===== src/rtl/pyr_word_packer_pkg.sv =====
// Shared constants and the FIFO entry layout for the pyramid word packer.
// Entry bit map: data [31:0], sof 32, eol 33, eof 34.
package pyr_word_packer_pkg;
   localparam int PIX_W    = 8;
   localparam int WORD_PIX = 4;
   localparam int WORD_W   = PIX_W * WORD_PIX;
   localparam int SOF_BIT  = 32;
   localparam int EOL_BIT  = 33;
   localparam int EOF_BIT  = 34;
   localparam int ENTRY_W  = 35;

   typedef struct packed {
      logic              eof;
      logic              eol;
      logic              sof;
      logic [WORD_W-1:0] data;
   } entry_t;
endpackage


===== src/rtl/pyr_word_packer_if.sv =====
// Word stream from the packer to the pyramid-level memory writer.
interface pyr_word_packer_if;
   import pyr_word_packer_pkg::*;
   logic [WORD_W-1:0] data;
   logic              sof;
   logic              eol;
   logic              eof;
   logic              valid;
   logic              ready;

   modport master (output data, sof, eol, eof, valid, input ready);
   modport slave  (input data, sof, eol, eof, valid, output ready);
endinterface


===== src/rtl/pyr_word_fifo.sv =====
// First-word fall-through FIFO; when empty the output holds the last popped entry.
module pyr_word_fifo #(
   parameter int DEPTH = 16,
   parameter int WIDTH = 35
) (
   input  logic                     clk,
   input  logic                     rst,
   input  logic                     clr,
   input  logic                     push,
   input  logic                     pop,
   input  logic [WIDTH-1:0]         din,
   output logic [WIDTH-1:0]         dout,
   output logic                     full,
   output logic                     empty,
   output logic [$clog2(DEPTH):0]   level
);
   localparam int AW = $clog2(DEPTH);

   logic [WIDTH-1:0] mem [DEPTH];
   logic [AW-1:0]    wr_ptr, rd_ptr;
   logic [AW:0]      count;
   logic [WIDTH-1:0] last_q;
   logic             do_push, do_pop;

   assign full    = (count == (AW+1)'(DEPTH));
   assign empty   = (count == '0);
   assign level   = count;
   assign do_pop  = pop && !empty;
   // A full FIFO still takes a push when the head leaves in the same cycle.
   assign do_push = push && (!full || do_pop);
   assign dout    = empty ? last_q : mem[rd_ptr];

   always_ff @(posedge clk) begin
      if (do_push && !clr) mem[wr_ptr] <= din;
   end

   always_ff @(posedge clk or posedge rst) begin
      if (rst) begin
         wr_ptr <= '0;
         rd_ptr <= '0;
         count  <= '0;
         last_q <= '0;
      end else if (clr) begin
         wr_ptr <= '0;
         rd_ptr <= '0;
         count  <= '0;
         last_q <= '0;
      end else begin
         if (do_push) wr_ptr <= wr_ptr + 1'b1;
         if (do_pop) begin
            rd_ptr <= rd_ptr + 1'b1;
            last_q <= mem[rd_ptr];
         end
         case ({do_push, do_pop})
            2'b10:   count <= count + 1'b1;
            2'b01:   count <= count - 1'b1;
            default: count <= count;
         endcase
      end
   end
endmodule


===== src/rtl/pyr_word_packer.sv =====
// Packs the decimated pyramid pixel stream into 32-bit words with frame/line
// markers and queues them for the level memory writer.
module pyr_word_packer
   import pyr_word_packer_pkg::*;
#(
   parameter int COL        = 752,
   parameter int ROW        = 480,
   parameter int FIFO_DEPTH = 16
) (
   input  logic                          clk,
   input  logic                          rst,
   input  logic                          clr,
   input  logic [PIX_W-1:0]              pix_in,
   input  logic                          pix_valid,
   input  logic                          odd_in,
   pyr_word_packer_if.master             m,
   output logic                          frame_done,
   output logic                          overflow,
   output logic [$clog2(FIFO_DEPTH):0]   fifo_level
);
   localparam int OUT_COL = COL / 2;
   localparam int OUT_ROW = ROW / 2;
   localparam int CW      = $clog2(OUT_COL);
   localparam int RW      = $clog2(OUT_ROW);

   logic [CW-1:0]           out_col;
   logic [RW-1:0]           out_row;
   logic [1:0]              lane_cnt;
   logic [2:0][PIX_W-1:0]   lanes;
   entry_t                  word_q, head;
   logic                    push_q, fifo_full, fifo_empty, pop;
   logic                    acc, last_col, last_row;

   assign acc      = pix_valid && !odd_in;
   assign last_col = (out_col == CW'(OUT_COL-1));
   assign last_row = (out_row == RW'(OUT_ROW-1));
   assign pop      = !fifo_empty && m.ready;

   always_ff @(posedge clk or posedge rst) begin
      if (rst) begin
         out_col    <= '0;
         out_row    <= '0;
         lane_cnt   <= '0;
         lanes      <= '0;
         word_q     <= '0;
         push_q     <= 1'b0;
         frame_done <= 1'b0;
         overflow   <= 1'b0;
      end else if (clr) begin
         out_col    <= '0;
         out_row    <= '0;
         lane_cnt   <= '0;
         lanes      <= '0;
         word_q     <= '0;
         push_q     <= 1'b0;
         frame_done <= 1'b0;
         overflow   <= 1'b0;
      end else begin
         push_q     <= 1'b0;
         frame_done <= acc && last_col && last_row;
         if (push_q && fifo_full && !pop) overflow <= 1'b1;
         if (acc) begin
            lane_cnt <= lane_cnt + 2'd1;
            case (lane_cnt)
               2'd0: lanes[0] <= pix_in;
               2'd1: lanes[1] <= pix_in;
               2'd2: lanes[2] <= pix_in;
               default: begin
                  // Flags are taken from the position of the 4th pixel.
                  word_q.data <= {pix_in, lanes[2], lanes[1], lanes[0]};
                  word_q.sof  <= (out_row == '0) && (out_col == CW'(3));
                  word_q.eol  <= last_col;
                  word_q.eof  <= last_col && last_row;
                  push_q      <= 1'b1;
               end
            endcase
            if (last_col) begin
               out_col <= '0;
               out_row <= last_row ? '0 : out_row + 1'b1;
            end else begin
               out_col <= out_col + 1'b1;
            end
         end
      end
   end

   pyr_word_fifo #(
      .DEPTH (FIFO_DEPTH),
      .WIDTH (ENTRY_W)
   ) u_fifo (
      .clk   (clk),
      .rst   (rst),
      .clr   (clr),
      .push  (push_q),
      .pop   (pop),
      .din   (word_q),
      .dout  (head),
      .full  (fifo_full),
      .empty (fifo_empty),
      .level (fifo_level)
   );

   assign m.valid = !fifo_empty;
   assign m.data  = head.data;
   assign m.sof   = m.valid && head.sof;
   assign m.eol   = m.valid && head.eol;
   assign m.eof   = m.valid && head.eof;
endmodule


===== src/flat_wrapper.sv =====
// flat-port wrapper written by rule: the top's interface ports become plain ports
module pyr_word_packer_flat import pyr_word_packer_pkg::*;
#(
   parameter int COL        = 752,
   parameter int ROW        = 480,
   parameter int FIFO_DEPTH = 16
)
  (clk, rst, clr, pix_in, pix_valid, odd_in, frame_done, overflow, fifo_level, m_data, m_sof, m_eol, m_eof, m_valid, m_ready);
  pyr_word_packer_if m_i ();
  input  logic clk;
  input  logic rst;
  input  logic clr;
  input  logic [PIX_W-1:0] pix_in;
  input  logic pix_valid;
  input  logic odd_in;
  output logic frame_done;
  output logic overflow;
  output logic [$clog2(FIFO_DEPTH):0] fifo_level;
  output wire logic [$bits(m_i.data)-1:0] m_data;
  output wire logic [$bits(m_i.sof)-1:0] m_sof;
  output wire logic [$bits(m_i.eol)-1:0] m_eol;
  output wire logic [$bits(m_i.eof)-1:0] m_eof;
  output wire logic [$bits(m_i.valid)-1:0] m_valid;
  input wire logic [$bits(m_i.ready)-1:0] m_ready;
  assign m_data = m_i.data;
  assign m_sof = m_i.sof;
  assign m_eol = m_i.eol;
  assign m_eof = m_i.eof;
  assign m_valid = m_i.valid;
  assign m_i.ready = m_ready;
  pyr_word_packer #(.COL(COL), .ROW(ROW), .FIFO_DEPTH(FIFO_DEPTH)) u_core (.clk(clk), .rst(rst), .clr(clr), .pix_in(pix_in), .pix_valid(pix_valid), .odd_in(odd_in), .m(m_i), .frame_done(frame_done), .overflow(overflow), .fifo_level(fifo_level));
endmodule

===== config.mk =====
export PLATFORM = sky130hd
export DESIGN_NAME = pyr_word_packer_flat
export DESIGN_NICKNAME = d
export VERILOG_FILES = /design/src/rtl/pyr_word_packer_pkg.sv /design/src/rtl/pyr_word_packer_if.sv /design/src/rtl/pyr_word_fifo.sv /design/src/rtl/pyr_word_packer.sv /design/src/flat_wrapper.sv
export SDC_FILE = /design/constraint.sdc
export NUM_CORES = 1
export LEC_CHECK = 0
export CAP_MARGIN = 20
export CORE_MARGIN = 3
export CORE_UTILIZATION = 40
export DETAILED_ROUTE_END_ITERATION = 12
export MAX_ROUTING_LAYER = met4
export PLACE_DENSITY = 0.65
export REMOVE_ABC_BUFFERS = 1
export SYNTH_ARGS = -nofsm -noshare
export SYNTH_HDL_FRONTEND = slang
export SYNTH_SLANG_ARGS = --single-unit

===== constraint.sdc =====
create_clock -name clk -period 12.08 [get_ports clk]
set_input_delay 3.02 -clock clk [delete_from_list [all_inputs] [get_ports clk]]
set_output_delay 3.02 -clock clk [all_outputs]
set_load 0.01 [all_outputs]

==> results.rst, run 1 <==
.. list-table::
   :header-rows: 1

   * - Metric
     - Value
   * - Result of the run
     - finished, final reports clean
   * - Distinct cell type count after synthesis
     - 50
   * - # hold bufs at CTS
     - 0
   * - Power density cells
     - 186 nW/um^2
   * - Cells after DPL
     - 2461
   * - Setup Crit Path Kind
     - reg2out
   * - Total design power
     - 5.85 mW
   * - CTS HTree Levels
     - 3
   * - Total congestion overflow
     - 0
   * - Post-layout instance count excluding filler cells
     - 2589
   * - IO buf count
     - 56
   * - CTS-repair resized insts
     - 0
   * - Syn Area/Cell
     - 17.9 sq um
   * - Synthesis Warnings
     - 0
   * - IR Drop Worst-Case VDD
     - 109 uV
   * - Final layout net count
     - 1640
   * - Clock transition at the register clock pins on the worst setup and hold paths after CTS
     - 0.06 ns
   * - Total wirelength of the detailed-routed design
     - 63000 um
   * - Final cycle utilization of the critical path
     - 0.648
   * - Cell taking the most area after synthesis
     - sky130_fd_sc_hd__edfxtp_1
   * - Capture instance of the worst register-to-register path
     - u_core.u_fifo.last_q[17]
   * - Reg-to-reg setup timing slack
     - 8.63 ns
   * - Transition time at the pin with the least slew margin
     - 1.05 ns
   * - Via-to-Cell Ratio
     - 5.54
   * - Drt wl/cell
     - 24.3 um
   * - Number of fill cells in the layout
     - 5705
   * - Yosys top cell area share
     - 0.607
   * - Final-report hold violation count
     - 0
   * - Number of slew-limit violations in the final report
     - 0
   * - Insertion delay of the later-clocked pin in the worst-skew pair
     - 0.61 ns
   * - Root buffer cell
     - sky130_fd_sc_hd__clkbuf_16
   * - Number of buffers created by CTS
     - 70
   * - Unrepaired setup endpoints after global routing
     - no
   * - Element type at the critical path start
     - flip-flop
   * - Count of buffers added by post-CTS timing repair for setup
     - 0
   * - Flop and latch count out of synthesis
     - 686
   * - Top fanout value on the critical path
     - 58
   * - CTS sink count
     - 686
   * - Crit path required time
     - 9.06 ns
   * - Standard cell core area
     - 67900 sq um
   * - Count of TritonRoute iterations in the first routing pass
     - 5
   * - Hold_sp
     - u_core.u_fifo.last_q[2]
   * - DR iter-0 viols
     - 1521
   * - Post-synth EDFFs
     - 560
   * - Endpoint class of the critical path
     - output port
   * - Worst slew margin
     - 0.300
   * - Height of the die
     - 269 um
   * - Clock tree buffer depth
     - 3
   * - Summed instance area of the synthesized netlist
     - 27700 sq um
   * - Initial standard-cell utilization of the core
     - 0.408
   * - Number of antenna cells inserted
     - 0
   * - Main area contributors after synthesis
     - sky130_fd_sc_hd__edfxtp_1, sky130_fd_sc_hd__dfrtp_1, sky130_fd_sc_hd__mux4_2, sky130_fd_sc_hd__mux2i_1, sky130_fd_sc_hd__nand2_1
   * - CTS tree
     - done
   * - Die outline area
     - 72400 sq um
   * - Weighted congestion reported at the end of routability-driven placement
     - 0.751
   * - Async set or reset register ratio after synthesis
     - 0.184
   * - Global-route wire length before repair
     - 94700 um
   * - Placed inst area
     - 29200 sq um
   * - Top Ports
     - 57
   * - Total via count in the routed design
     - 14300
   * - Static power due to leakage
     - 10.2 nW
   * - Antenna violations before repair
     - 0
   * - Number of setup violations in the final report
     - 0
   * - Final setup skew
     - 0.0211 ns
   * - Design area
     - 31500 sq um
   * - Hold Crit Class
     - reg2reg
   * - Via count of the first global-routing pass
     - 14800
   * - Detailed placement HPWL
     - 31700 um
   * - Sequential fraction of the synthesis area
     - 0.721
   * - DRT antenna net count
     - 0
   * - Largest net degree at the start of global routing
     - 99
   * - Final min period
     - 7.83 ns
   * - Gr usage total
     - 0.179
   * - Fraction of the core area covered by cells at the end of the flow
     - 0.463
   * - Library cell with the highest instance count after synthesis
     - sky130_fd_sc_hd__edfxtp_1
   * - Fmax
     - 128 MHz
   * - Residual DRC
     - 0
   * - Syn-to-layout area delta
     - 13.6%
   * - Launching point of the worst reg2reg path
     - u_core.u_fifo.rd_ptr[3]
   * - WHS Path Cells
     - 2
   * - Data arrival time of the critical path
     - 4.81 ns
   * - Most frequent cells after synthesis
     - sky130_fd_sc_hd__edfxtp_1, sky130_fd_sc_hd__nand2_1, sky130_fd_sc_hd__mux4_2
   * - Rows
     - 95
   * - Destination of the worst hold path
     - u_core.u_fifo.last_q[2]
   * - Most instantiated flip-flop cell in the synthesis netlist
     - sky130_fd_sc_hd__edfxtp_1
   * - Final TNS setup
     - 0 ns
   * - Gate count of the mapped netlist
     - 1546
   * - Die boundary width
     - 269 um
   * - Reported max-cap violation count
     - 0
   * - Layout cell share with drive strength beyond 1
     - 0.216
   * - Path depth of the worst reg2reg path
     - 5
-- cell type report --
cell class	count	area, sq um	share of cell area
tap	921	1150	0.0366
inverter	12	50.0	0.00159
timing repair buffer	84	781	0.0248
clock inverter	22	205	0.00652
sequential	686	20000	0.635
multi-input combinational	758	7240	0.230
clock buffer	106	2040	0.0649
-- cell usage in the layout (no fill, tap or decap), types with 3 or more instances in the layout --
cell type,n
sky130_fd_sc_hd__edfxtp_1,560
sky130_fd_sc_hd__nand2_1,157
sky130_fd_sc_hd__mux4_2,140
sky130_fd_sc_hd__dfrtp_1,123
sky130_fd_sc_hd__a21oi_1,106
sky130_fd_sc_hd__clkbuf_16,74
sky130_fd_sc_hd__mux2i_1,71
sky130_fd_sc_hd__nor2_1,58
sky130_fd_sc_hd__clkdlybuf4s50_1,55
sky130_fd_sc_hd__nand3_1,39
sky130_fd_sc_hd__mux2_2,33
sky130_fd_sc_hd__o221ai_2,29
sky130_fd_sc_hd__buf_4,28
sky130_fd_sc_hd__clkbuf_1,25
sky130_fd_sc_hd__ha_1,14
sky130_fd_sc_hd__xor2_1,13
sky130_fd_sc_hd__o21ai_0,9
sky130_fd_sc_hd__inv_1,9
sky130_fd_sc_hd__and2_2,9
sky130_fd_sc_hd__clkinv_1,8
sky130_fd_sc_hd__clkinv_2,7
sky130_fd_sc_hd__clkbuf_8,7
sky130_fd_sc_hd__nand4_1,6
sky130_fd_sc_hd__xnor2_1,6
sky130_fd_sc_hd__or3_1,6
sky130_fd_sc_hd__nand4b_1,4
sky130_fd_sc_hd__nor2b_1,4
sky130_fd_sc_hd__nor3_1,4
sky130_fd_sc_hd__and2_1,4
sky130_fd_sc_hd__and3_2,4
sky130_fd_sc_hd__nor4_1,3
sky130_fd_sc_hd__nor4b_1,3
sky130_fd_sc_hd__a211oi_1,3
sky130_fd_sc_hd__o221ai_1,3
sky130_fd_sc_hd__bufinv_16,3
sky130_fd_sc_hd__dfrtp_4,3
-- kinds of logic (layout without fill, tap and decap cells) --
group | after synthesis | after routing | synth area share
AO/OA/AOI/OAI | 158 | 158 | 0.0413
multiplexers | 244 | 244 | 0.153
XOR/XNOR | 19 | 19 | 0.00601
adder cells (fa/ha/maj) | 14 | 14 | 0.00633
flip-flops | 686 | 686 | 0.721
buffers and inverters | 102 | 224 | 0.0190
AND/OR/NAND/NOR | 323 | 323 | 0.0533
-- worst max-delay path by stage --
stage | start | cells past startpoint | to | slack, ns
floorplan | u_core.u_fifo.rd_ptr[1] | 4 | m_data[0] | 2.30
global placement | u_core.u_fifo.rd_ptr[3] | 7 | m_data[15] | 4.82
detailed placement | u_core.u_fifo.rd_ptr[3] | 7 | m_data[15] | 4.84
CTS | u_core.u_fifo.rd_ptr[3] | 7 | m_data[15] | 4.14
global route | u_core.u_fifo.rd_ptr[3] | 7 | m_data[15] | 4.03
finish | u_core.u_fifo.rd_ptr[3] | 7 | m_data[15] | 4.25
-- per-stage QoR --
stage	setup WS, ns	hold slack (ns)
finish	4.25	0.488
global route	4.03	0.504
CTS	4.14	0.491
detailed placement	4.84	0.471
global placement	4.82	0.471
floorplan	2.30	0.457
-- report_power, final --
part	switching, mW	leakage [nW]	internal [mW]	total (mW)
Clock	0.868	1.10	1.24	2.10
Sequential	0.0838	6.63	2.58	2.66
Combinational	0.546	2.45	0.538	1.08
-- state kept, by name, summed over array words and instances (netlist names) --
signal and count:
u_core.u_fifo.mem 560, u_core.word_q 35, u_core.u_fifo.last_q 32, u_core.lanes 24, u_core.out_col 9, u_core.out_row 8
u_core.u_fifo.level 5, u_core.u_fifo.rd_ptr 4, u_core.u_fifo.wr_ptr 4, u_core.lane_cnt 2, u_core.frame_done 1, u_core.overflow 1
u_core.push_q 1
-- critical path, stage by stage, from the launching register on --
cell                              delay, ns
sky130_fd_sc_hd__dfrtp_4               0.83
sky130_fd_sc_hd__buf_4                 0.86
sky130_fd_sc_hd__buf_4                 0.70
sky130_fd_sc_hd__mux4_2                0.34
sky130_fd_sc_hd__mux2i_1               0.11
sky130_fd_sc_hd__mux2_2                0.33
sky130_fd_sc_hd__a21oi_1               0.33
sky130_fd_sc_hd__clkdlybuf4s50_1       0.61
-- metal layers --
| metal | wire length (um) | vias up | GRT usage |
|---|---|---|---|
| met5 | 0 | - | - |
| met4 | 1310 | 0 | 0.0501 |
| met3 | 3650 | 94 | 0.0328 |
| met2 | 30100 | 439 | 0.277 |
| met1 | 27900 | 7597 | 0.246 |
| li1 | - | 6214 | - |
No activity file was read; power rests on OpenSTA's default activity.
==> run 2: changes to the inputs <==
--- a/config.mk
+++ b/config.mk
@@ -10,7 +10,7 @@
 export CORE_UTILIZATION = 40
 export DETAILED_ROUTE_END_ITERATION = 12
 export MAX_ROUTING_LAYER = met4
-export PLACE_DENSITY = 0.65
+export PLACE_DENSITY = 0.67
 export REMOVE_ABC_BUFFERS = 1
 export SYNTH_ARGS = -nofsm -noshare
 export SYNTH_HDL_FRONTEND = slang
==> constraint.sdc (replaced) <==
create_clock -name clk -period 6.9 [get_ports clk]
set_input_delay 1.725 -clock clk [delete_from_list [all_inputs] [get_ports clk]]
set_output_delay 1.725 -clock clk [all_outputs]
set_load 0.01 [all_outputs]
==> run 2 against run 1 <==
Cell count increased by 0.31%; via count is 0.15% lower; combinational power increased by 82%; die area unchanged; power up 76%.
==> results.rst, run 2 (same netlist as run 1, synthesis figures left out) <==
.. list-table::
   :header-rows: 1

   * - Metric
     - Value
   * - Met3 track utilization from global routing
     - 0.0242 (was 0.0328)
   * - # hold bufs at CTS
     - 0 (unchanged)
   * - Worst slew margin
     - 0.304 (was 0.300)
   * - Insertion delay of the later-clocked pin in the worst-skew pair
     - 0.59 ns (was 0.61 ns)
   * - Number of setup violations in the final report
     - 0 (unchanged)
   * - Number of slew-limit violations in the final report
     - 0 (unchanged)
   * - Clock transition at the register clock pins on the worst setup and hold paths after CTS
     - 0.06 ns (about the same)
   * - Final setup skew
     - 0.0302 ns (was 0.0211 ns)
   * - Total congestion overflow
     - 0 (unchanged)
   * - Weighted congestion reported at the end of routability-driven placement
     - 0.762 (was 0.751)
   * - Setup Crit Path Kind
     - reg2out (unchanged)
   * - Hold Crit Class
     - reg2reg (unchanged)
   * - Initial standard-cell utilization of the core
     - 0.408 (unchanged)
   * - Die outline area
     - 72400 sq um (unchanged)
   * - Layout cell share with drive strength beyond 1
     - 0.229 (was 0.216)
   * - CTS-repair resized insts
     - 0 (unchanged)
   * - Rows
     - 95 (unchanged)
   * - CTS HTree Levels
     - 3 (unchanged)
   * - Maximum cell stage delay along the critical path
     - 1.08 ns (was 0.86 ns)
   * - Largest registers in the final layout
     - u_core.u_fifo.mem: 560 flops, u_core.word_q: 35 flops, u_core.u_fifo.last_q: 32 flops (unchanged)
   * - Fmax
     - 183 MHz
   * - Total via count in the routed design
     - 14300 (about the same)
   * - IR Drop Worst-Case VDD
     - 192 uV (was 109 uV)
   * - Most frequent standard cell in the layout excluding fill and tap cells
     - sky130_fd_sc_hd__edfxtp_1 (unchanged)
   * - Crit path required time
     - 5.18 ns (was 9.06 ns)
   * - Via-to-Cell Ratio
     - 5.52 (was 5.54)
   * - Grt peak-use layer
     - met2 (unchanged)
   * - Critical path buffers and inverters
     - 2 (was 3)
   * - Cell with the biggest individual delay on the critical path
     - sky130_fd_sc_hd__dfrtp_4 (was sky130_fd_sc_hd__buf_4)
   * - Met2 global-route usage
     - 0.303 (was 0.277)
   * - Gr usage total
     - 0.181 (was 0.179)
   * - Number of fill cells in the layout
     - 5603 (was 5705)
   * - Number of buffers created by CTS
     - 68 (was 70)
   * - Final-report hold violation count
     - 0 (unchanged)
   * - Static power due to leakage
     - 10.3 nW (was 10.2 nW)
   * - Largest net degree at the start of global routing
     - 92 (was 99)
   * - Total wirelength of the detailed-routed design
     - 64000 um (was 63000 um)
   * - Count of buffers added by post-CTS timing repair for setup
     - 0 (unchanged)
   * - Count of TritonRoute iterations in the first routing pass
     - 5 (unchanged)
   * - Endpoint class of the critical path
     - output port (unchanged)
   * - Number of flip-flops in the largest register
     - 560 (unchanged)
   * - Standard cell core area
     - 67900 sq um (unchanged)
   * - Final cycle utilization of the critical path
     - 0.792
   * - Root buffer cell
     - sky130_fd_sc_hd__clkbuf_16 (unchanged)
   * - IO buf count
     - 56 (unchanged)
   * - Top fanout value on the critical path
     - 46 (was 58)
   * - Placed inst area
     - 29400 sq um (was 29200 sq um)
   * - Commonest non-fill, non-tap cells in the layout
     - sky130_fd_sc_hd__edfxtp_1, sky130_fd_sc_hd__nand2_1, sky130_fd_sc_hd__mux4_2 (unchanged)
   * - Height of the die
     - 269 um (unchanged)
   * - Data arrival time of the critical path
     - 3.74 ns (was 4.81 ns)
   * - Cell family contributing the most delay on the critical path
     - flip-flops (was buffers and inverters)
   * - DR iter-0 viols
     - 1342 (was 1521)
   * - CTS tree
     - done (unchanged)
   * - Element type at the critical path start
     - flip-flop (unchanged)
   * - Top Ports
     - 57 (unchanged)
   * - Residual DRC
     - 0 (unchanged)
   * - Met1 track demand over resource
     - 0.230 (was 0.246)
   * - Fraction of the core area covered by cells at the end of the flow
     - 0.466 (was 0.463)
   * - Design area
     - 31600 sq um (was 31500 sq um)
   * - Unrepaired setup endpoints after global routing
     - no (unchanged)
   * - Final min period
     - 5.46 ns
   * - Die boundary width
     - 269 um (unchanged)
   * - Reported max-cap violation count
     - 0 (unchanged)
   * - Result of the run
     - finished, final reports clean (unchanged)
   * - Antenna violations before repair
     - 1 (was 0)
   * - DRT antenna net count
     - 0 (unchanged)
   * - Drt wl/cell
     - 24.6 um (was 24.3 um)
   * - CTS sink count
     - 686 (unchanged)
   * - Top reg by flops
     - u_core.u_fifo.mem (unchanged)
   * - Power density cells
     - 324 nW/um^2 (was 186 nW/um^2)
   * - Transition time at the pin with the least slew margin
     - 1.04 ns (was 1.05 ns)
   * - Global-route wire length before repair
     - 95900 um (was 94700 um)
   * - Clock tree buffer depth
     - 3 (unchanged)
   * - Syn-to-layout area delta
     - 14.2% (was 13.6%)
   * - Final layout net count
     - 1651 (was 1640)
   * - Ordered cell list for the critical path
     - buf_4 -> mux4_2 -> mux2i_1 -> mux2_2 -> a21oi_1 -> clkdlybuf4s50_1 (was buf_4 -> buf_4 -> mux4_2 -> mux2i_1 -> mux2_2 -> a21oi_1 -> clkdlybuf4s50_1)
   * - Detailed placement HPWL
     - 36000 um (was 31700 um)
   * - Via count of the first global-routing pass
     - 15000 (was 14800)
==> run 2: final timing paths <==
path                       cells past startpoint  slack, ns                      from                       end
setup / recovery                               6       1.44   u_core.u_fifo.rd_ptr[1]                m_data[18]
min in group asynchronous                      2       1.58                       rst  u_core.u_fifo.last_q[28]
setup reg to reg                               7       3.57    u_core.u_fifo.level[1]  u_core.u_fifo.last_q[31]
max in group asynchronous                      3       4.29                       rst   u_core.u_fifo.last_q[4]
hold / removal                                 2       0.49  u_core.u_fifo.last_q[23]  u_core.u_fifo.last_q[23]
hold reg to reg                                2       0.49  u_core.u_fifo.last_q[23]  u_core.u_fifo.last_q[23]
==> run 2: per-layer routing <==
metal / vias up / routed length, um
met3: 109 / 3180
met5: - / 0
li1: 6236 / -
met2: 447 / 32600
met1: 7531 / 26600
met4: 0 / 1660
==> run 2: metrics by stage <==
stage	instances	setup slack (ns)	TNS, ns	power (mW)	hold slack [ns]
after global routing	2597	1.15	0	10.7	0.520
after detailed placement	2473	1.94	0	6.74	0.473
after global placement	2469	1.97	0	6.72	0.470
after floorplan	1456	-1.59	-55.24	5.97	0.457
final	2597	1.44	0	10.3	0.491
after CTS	2595	1.32	0	10.4	0.493
==> run 2: layout make-up <==
cell class	count	area, sq um	share of cell area
sequential	686	20000	0.632
clock buffer	88	1900	0.0601
multi-input combinational	758	7240	0.229
tap	921	1150	0.0364
clock inverter	34	302	0.00953
inverter	12	50.0	0.00158
timing repair buffer	97	1010	0.0320
antenna	1	2.50	0.0000791
==> run 2: tightest hold or removal path, cell delays in order (launching register included) <==
cell	delay [ns]
sky130_fd_sc_hd__dfrtp_1	0.34
sky130_fd_sc_hd__nand2_1	0.06
sky130_fd_sc_hd__o221ai_2	0.05
==> run 2: where the power goes <==
group | internal [mW] | switching, mW | total [mW] | leakage [nW]
clock network | 2.13 | 1.52 | 3.65 | 1.09
registers | 4.51 | 0.136 | 4.65 | 6.63
logic | 0.978 | 0.988 | 1.97 | 2.56
total | 7.62 | 2.64 | 10.3 | 10.3
==> run 3: changes to the inputs <==
--- a/config.mk
+++ b/config.mk
@@ -10,7 +10,7 @@
 export CORE_UTILIZATION = 40
 export DETAILED_ROUTE_END_ITERATION = 12
 export MAX_ROUTING_LAYER = met4
-export PLACE_DENSITY = 0.67
+export PLACE_DENSITY = 0.65
 export REMOVE_ABC_BUFFERS = 1
 export SYNTH_ARGS = -nofsm -noshare
 export SYNTH_HDL_FRONTEND = slang
==> constraint.sdc (replaced) <==
create_clock -name clk -period 5.06 [get_ports clk]
set_input_delay 1.265 -clock clk [delete_from_list [all_inputs] [get_ports clk]]
set_output_delay 1.265 -clock clk [all_outputs]
set_load 0.01 [all_outputs]
==> run 3 against run 2 <==
First-iteration DRC count rose by 18%; largest cell class unchanged; flip-flop and latch count unchanged; die area is the same; clock power increased by 38%; critical path type unchanged; count of clock-buffer cells in the layout rose by 6; utilization grew 0.14 points; design area up 0.30%; setup slack lost 1.2 ns; combinational power rose by 37%; sequential power is 35% higher; clock skew shrank 0.014 ns; routed wire length decreased by 0.38%.
==> results.rst, run 3 (same netlist as run 1, synthesis figures left out) <==
.. list-table::
   :header-rows: 1

   * - Metric
     - Value
   * - Result of the run
     - finished, final reports clean (unchanged)
   * - CTS HTree Levels
     - 3 (unchanged)
   * - Reg-to-reg setup timing slack
     - 1.62 ns (was 3.57 ns)
   * - Power density cells
     - 441 nW/um^2 (was 324 nW/um^2)
   * - Root buffer cell
     - sky130_fd_sc_hd__clkbuf_16 (unchanged)
   * - IO buf count
     - 56 (unchanged)
   * - Total design power
     - 14.0 mW (was 10.3 mW)
   * - Gr usage total
     - 0.182 (was 0.181)
   * - Number of buffers created by CTS
     - 70 (was 68)
   * - Count of TritonRoute iterations in the first routing pass
     - 5 (unchanged)
   * - Initial standard-cell utilization of the core
     - 0.408 (unchanged)
   * - Largest net degree at the start of global routing
     - 72 (was 92)
   * - Endpoint of the most critical setup path
     - m_data[29] (was m_data[18])
   * - Cell with the biggest individual delay on the critical path
     - sky130_fd_sc_hd__or4_1 (was sky130_fd_sc_hd__dfrtp_4)
   * - Final worst hold slack
     - 0.490 ns (was 0.491 ns)
   * - Insertion delay of the later-clocked pin in the worst-skew pair
     - 0.61 ns (was 0.59 ns)
   * - # hold bufs at CTS
     - 0 (unchanged)
   * - Capture instance of the worst register-to-register path
     - u_core.u_fifo.last_q[29] (was u_core.u_fifo.last_q[31])
   * - Worst slew margin
     - 0.461 (was 0.304)
   * - Antenna violations before repair
     - 2 (was 1)
   * - Placed inst area
     - 29500 sq um (was 29400 sq um)
   * - Number of setup violations in the final report
     - 0 (unchanged)
   * - Largest registers in the final layout
     - u_core.u_fifo.mem: 560 flops, u_core.word_q: 35 flops, u_core.u_fifo.last_q: 32 flops (unchanged)
   * - Transition time at the pin with the least slew margin
     - 0.809 ns (was 1.04 ns)
   * - Total wirelength of the detailed-routed design
     - 63700 um (was 64000 um)
   * - Top fanout value on the critical path
     - 39 (was 46)
   * - Ordered cell list for the critical path
     - or4_1 -> nor2_4 -> inv_2 -> buf_12 -> a21oi_1 -> clkdlybuf4s50_1 (was buf_4 -> mux4_2 -> mux2i_1 -> mux2_2 -> a21oi_1 -> clkdlybuf4s50_1)
   * - Weighted congestion reported at the end of routability-driven placement
     - 0.789 (was 0.762)
   * - DR iter-0 viols
     - 1585 (was 1342)
   * - Number of flip-flops in the largest register
     - 560 (unchanged)
   * - Detailed placement HPWL
     - 36000 um (about the same)
   * - Cell family contributing the most delay on the critical path
     - buffers and inverters (was flip-flops)
   * - Endpoint class of the critical path
     - output port (unchanged)
   * - DRT antenna net count
     - 0 (unchanged)
   * - Design area
     - 31700 sq um (was 31600 sq um)
   * - Rows
     - 95 (unchanged)
   * - Unrepaired setup endpoints after global routing
     - no (unchanged)
   * - Layout cell share with drive strength beyond 1
     - 0.227 (was 0.229)
   * - Height of the die
     - 269 um (unchanged)
   * - Data arrival time of the critical path
     - 3.61 ns (was 3.74 ns)
   * - CTS sink count
     - 686 (unchanged)
   * - Static power due to leakage
     - 10.3 nW (about the same)
   * - Residual DRC
     - 0 (unchanged)
   * - Top reg by flops
     - u_core.u_fifo.mem (unchanged)
   * - Launching point of the worst reg2reg path
     - u_core.u_fifo.level[1] (unchanged)
   * - Final cycle utilization of the critical path
     - 0.963
   * - CTS tree
     - done (unchanged)
   * - IR Drop Worst-Case VDD
     - 246 uV (was 192 uV)
   * - Standard cell core area
     - 67900 sq um (unchanged)
   * - Setup Crit Path Kind
     - reg2out (unchanged)
   * - Final min period
     - 4.87 ns
   * - Fraction of the core area covered by cells at the end of the flow
     - 0.468 (was 0.466)
   * - Syn-to-layout area delta
     - 14.6% (was 14.2%)
   * - Top Ports
     - 57 (unchanged)
   * - Drt wl/cell
     - 24.4 um (was 24.6 um)
   * - Commonest non-fill, non-tap cells in the layout
     - sky130_fd_sc_hd__edfxtp_1, sky130_fd_sc_hd__nand2_1, sky130_fd_sc_hd__mux4_2 (unchanged)
   * - Number of slew-limit violations in the final report
     - 0 (unchanged)
   * - Final setup skew
     - 0.0166 ns (was 0.0302 ns)
   * - Die outline area
     - 72400 sq um (unchanged)
   * - Clock transition at the register clock pins on the worst setup and hold paths after CTS
     - 0.06 ns (about the same)
   * - Global-route wire length before repair
     - 96600 um (was 95900 um)
   * - Hold Crit Class
     - reg2reg (unchanged)
   * - Number of fill cells in the layout
     - 5643 (was 5603)
   * - Via-to-Cell Ratio
     - 5.54 (was 5.52)
   * - Maximum cell stage delay along the critical path
     - 0.73 ns (was 1.08 ns)
   * - Via count of the first global-routing pass
     - 15000 (about the same)
   * - Total via count in the routed design
     - 14500 (was 14300)
   * - CTS-repair resized insts
     - 0 (unchanged)
   * - Clock tree buffer depth
     - 3 (unchanged)
   * - Total congestion overflow
     - 0 (unchanged)
   * - Die boundary width
     - 269 um (unchanged)
   * - Final layout net count
     - 1657 (was 1651)
   * - Element type at the critical path start
     - flip-flop (unchanged)
   * - Critical path buffers and inverters
     - 3 (was 2)
   * - Final-report hold violation count
     - 0 (unchanged)
   * - Count of buffers added by post-CTS timing repair for setup
     - 0 (unchanged)
   * - Start point of the critical path
     - u_core.u_fifo.level[1] (was u_core.u_fifo.rd_ptr[1])
   * - Reported max-cap violation count
     - 0 (unchanged)
   * - Crit path required time
     - 3.80 ns (was 5.18 ns)
   * - Path depth of the worst reg2reg path
     - 8 (was 7)
   * - Number of logic stages on the critical path including buffering
     - 6 (unchanged)
   * - Most frequent standard cell in the layout excluding fill and tap cells
     - sky130_fd_sc_hd__edfxtp_1 (unchanged)
   * - Fmax
     - 205 MHz
==> run 3: cell types whose count changed in the layout (fill, tap and decap cells not counted), moves of 2 or more <==
cell / change
sky130_fd_sc_hd__clkinv_4: +2
sky130_fd_sc_hd__clkinv_2: -9
sky130_fd_sc_hd__clkinv_1: +4
sky130_fd_sc_hd__inv_16: +2
sky130_fd_sc_hd__inv_6: +3
sky130_fd_sc_hd__clkbuf_1: +9
sky130_fd_sc_hd__buf_12: +5
sky130_fd_sc_hd__clkbuf_8: -2
==> run 3: how the worst min path moves through the flow <==
stage               slack (ns)                  endpoint  cells after the start                     start
finish                    0.49   u_core.u_fifo.last_q[5]                      2   u_core.u_fifo.last_q[5]
global route              0.52   u_core.u_fifo.last_q[2]                      2   u_core.u_fifo.last_q[2]
CTS                       0.49  u_core.u_fifo.last_q[24]                      2  u_core.u_fifo.last_q[24]
detailed placement        0.47   u_core.u_fifo.last_q[7]                      2   u_core.u_fifo.last_q[7]
global placement          0.47  u_core.u_fifo.last_q[20]                      2  u_core.u_fifo.last_q[20]
floorplan                 0.46  u_core.u_fifo.last_q[29]                      2  u_core.u_fifo.last_q[29]
==> run 3: metrics by stage <==
step	setup WS [ns]	TNS (ns)	instances
floorplan	-2.97	-208.59	1456
detailed placement	0.837	0	2478
finish	0.188	0	2610
CTS	0.153	0	2608
global placement	0.921	0	2478
global route	0.0115	0	2610
==> run 3: worst min-delay path: cells and delay by family (launching register included) <==
family / cells / cell delay (ns)
compound gates: 1 / 0.05
flops: 1 / 0.34
simple gates: 1 / 0.06
==> run 3: cell type report <==
class / count / area (sq um) / area share
antenna: 2 / 5.00 / 0.000158
timing repair buffer: 101 / 1080 / 0.0341
sequential: 686 / 20000 / 0.630
clock inverter: 36 / 342 / 0.0108
clock buffer: 94 / 1880 / 0.0593
tap: 921 / 1150 / 0.0363
multi-input combinational: 758 / 7240 / 0.228
inverter: 12 / 50.0 / 0.00158
==> run 3: layer usage <==
layer / up-vias / wire length [um] / GRT usage
met1: 7639 / 27900 / 0.251
met2: 484 / 30700 / 0.282
met4: 0 / 1180 / 0.0448
met3: 84 / 3930 / 0.0365
li1: 6254 / - / -
met5: - / 0 / -
==> run 3: where the power goes <==
| group | total (mW) | internal [mW] | switching (mW) | leakage (nW) |
|---|---|---|---|---|
| combinational | 2.69 | 1.32 | 1.37 | 2.59 |
| sequential | 6.28 | 6.15 | 0.133 | 6.63 |
| clock | 5.02 | 2.86 | 2.16 | 1.08 |
| total | 14.0 | 10.3 | 3.67 | 10.3 |
==> RTL edit (config.mk and constraints of run 3) <==
`FIFO_DEPTH` is set to 16 in 2 places; all go to 32.
--- a/src/rtl/pyr_word_packer.sv
+++ b/src/rtl/pyr_word_packer.sv
@@ -7,3 +7,3 @@
    parameter int ROW        = 480,
-   parameter int FIFO_DEPTH = 16
+   parameter int FIFO_DEPTH = 32
 ) (
--- a/src/flat_wrapper.sv
+++ b/src/flat_wrapper.sv
@@ -5,3 +5,3 @@
    parameter int ROW        = 480,
-   parameter int FIFO_DEPTH = 16
+   parameter int FIFO_DEPTH = 32
 )
Interface: changed (resized fifo_level); port bits go from 57 to 58. No check against the original RTL was run, so the function may have changed too.
==> RTL edit against run 3 <==
  * Register-to-register slack better by 30 ps
  * Final area grew 79%
  * Sequential cell count increased by 563
  * Total power rose by 80%
  * Sequential power increased by 80%
  * Die area up 74%
  * Worst setup slack got worse by 73 ps
  * Wire length rose by 94%
  * Global-route usage is 1.7 points higher
  * Synthesized area is 76% higher
  * Largest power group unchanged
==> RTL edit: results (changes against run 3) <==
dp_hpwl_mm: 68.2  # +89%
worstHoldPathCells: 1  # -1
grt_first_pass_wirelength_mm: 179  # +85%
vdd_ir_drop_max_mv: 0.331  # +35%
ff2ff_path_depth: 7  # -1
synth_edf_count: 1120  # +100%
reg2reg_slack_ps: 1650  # +30 ps
hp-start: "u_core.u_fifo.last_q[21]"
cp.arrival_ps: 3680  # +70 ps
routabilityCongestion: 0.804  # +1.9%
hp-class: "reg -> reg"
nNetsFinal: 2928  # +77%
critPathMaxStageDelay_ps: 610  # -120 ps
io_buffers: 57  # +1.8%
synthTopCellsByArea: "edfxtp_1 69%, mux2i_1 8.2%, dfrtp_1 6.6%"
critical_path.max_fanout: 34  # -13%
drt_pass1_iterations: 6  # +1
cts_buffers: 132  # +89%
status: "completed"
synth-seq-area-share: 0.756  # +0.0344
grt_max_degree: 73  # +1.4%
yosysWarnings: 0  # unchanged
critPathSlowestCell: "dfrtp_4"
fin_worst_skew_ps: 29.0  # +12.4 ps
reg_top3: "u_core.u_fifo.mem: 1120 flops, u_core.word_q: 35 flops, u_core.u_fifo.last_q: 32 flops"
routed_wl_mm: 124  # +94%
power_leakage_nw: 17.6  # +71%
cts-root-buf: "clkbuf_16"
hold_end: "u_core.u_fifo.last_q[21]"
antenna_found_initial: 4  # +2
cts_max_level: 4  # +1
drive_gt1_frac: 0.165  # -0.0617
async_flop_share: 0.103  # -0.0804
grt_usage: 0.200  # +0.0174
drtIter0Drc: 2651  # +67%
synthTopCellsByCount: "1120 x edfxtp_1, 400 x mux2i_1, 198 x a22oi_1, 133 x nand2_1, 129 x dfrtp_1"
yosysUniqueCellTypes: 57  # +14%
vias: 26100  # +81%
worstReg2RegEnd: "u_core.u_fifo.last_q[3]"
clock_latency_ps: 730  # +120 ps
slew-limit-headroom: 0.280  # -0.181
## RTL edit: cell types whose count changed in the layout (fill, tap and decap cells not counted), sizes merged, moves of 58 or more
cell	change
a22oi	+198
buf	+74
clkbuf	+76
edfxtp	+560
mux2i	+329
mux4	-58
## RTL edit: cells by family after synthesis
kind of cell    share of synthesized area
compound gates                     0.0560
xor+xnor                          0.00341
flops                               0.756
fa+ha+maj                         0.00385
simple gates                       0.0376
buf+inv                            0.0154
mux                                 0.128
## RTL edit: what timing repair did
| action | 4_1_cts | 5_1_grt |
|---|---|---|
| pin swaps | 1 | 0 |
| buffers inserted | 4 | 5 |
| gates resized for setup | 5 | 4 |
| cloned | 0 | 1 |
| setup endpoints to repair | 16 | 21 |
## RTL edit: cell type report
| class | count | area, sq um |
|---|---|---|
| multi-input cells | 1331 | 11600 |
| well taps | 1612 | 2020 |
| clock inverters | 73 | 664 |
| fillers | 10100 | 63600 |
| inverters | 8 | 35.0 |
| flip-flops and latches | 1249 | 36900 |
| diodes | 3 | 7.51 |
| clock buffers | 169 | 3580 |
| repair buffers | 177 | 2120 |
## RTL edit: how the worst max path moves through the flow
stage	startpoint	to	slack [ps]
3_5_place_dp	u_core.u_fifo.rd_ptr[2]	m_data[5]	560
3_3_place_gp	u_core.u_fifo.rd_ptr[0]	m_data[17]	620
5_1_grt	u_core.u_fifo.rd_ptr[0]	m_data[19]	10
2_1_floorplan	u_core.u_fifo.rd_ptr[0]	m_data[16]	-13340
4_1_cts	u_core.u_fifo.rd_ptr[2]	m_data[5]	6
6_report	u_core.u_fifo.rd_ptr[0]	m_data[5]	120
## RTL edit: power breakdown
part	switching [mW]	internal [mW]
Sequential	0.137	11.2
Combinational	2.26	2.07
Clock	3.99	5.49
## RTL edit: through the flow
step                TNS (ps)  instances  hold slack [ps]  setup WS, ps  area [sq um]
CTS                        0       4611              500          5.87         56700
floorplan            -909270       2588              462        -13340         48100
finish                     0       4622              502           115         56800
global route               0       4622              510          11.4         56800
global placement           0       4365              481           617         52400
detailed placement         0       4365              484           563         52400
## RTL edit: per-layer routing
layer | share of wire | vias to the layer above | GRT usage
met1 | 0.42 | 13500 | 0.268
li1 | - | 11300 | -
met5 | 0 | - | -
met3 | 0.072 | 232 | 0.0373
met4 | 0.031 | 0 | 0.0664
met2 | 0.48 | 1062 | 0.309
## RTL edit: worst max-delay path, delay by kind of cell (launching register included)
kind            cells  cell delay (ps)
buf+inv             3             1080
mux                 2              420
simple gates        1              430
flops               1              610
compound gates      2              370
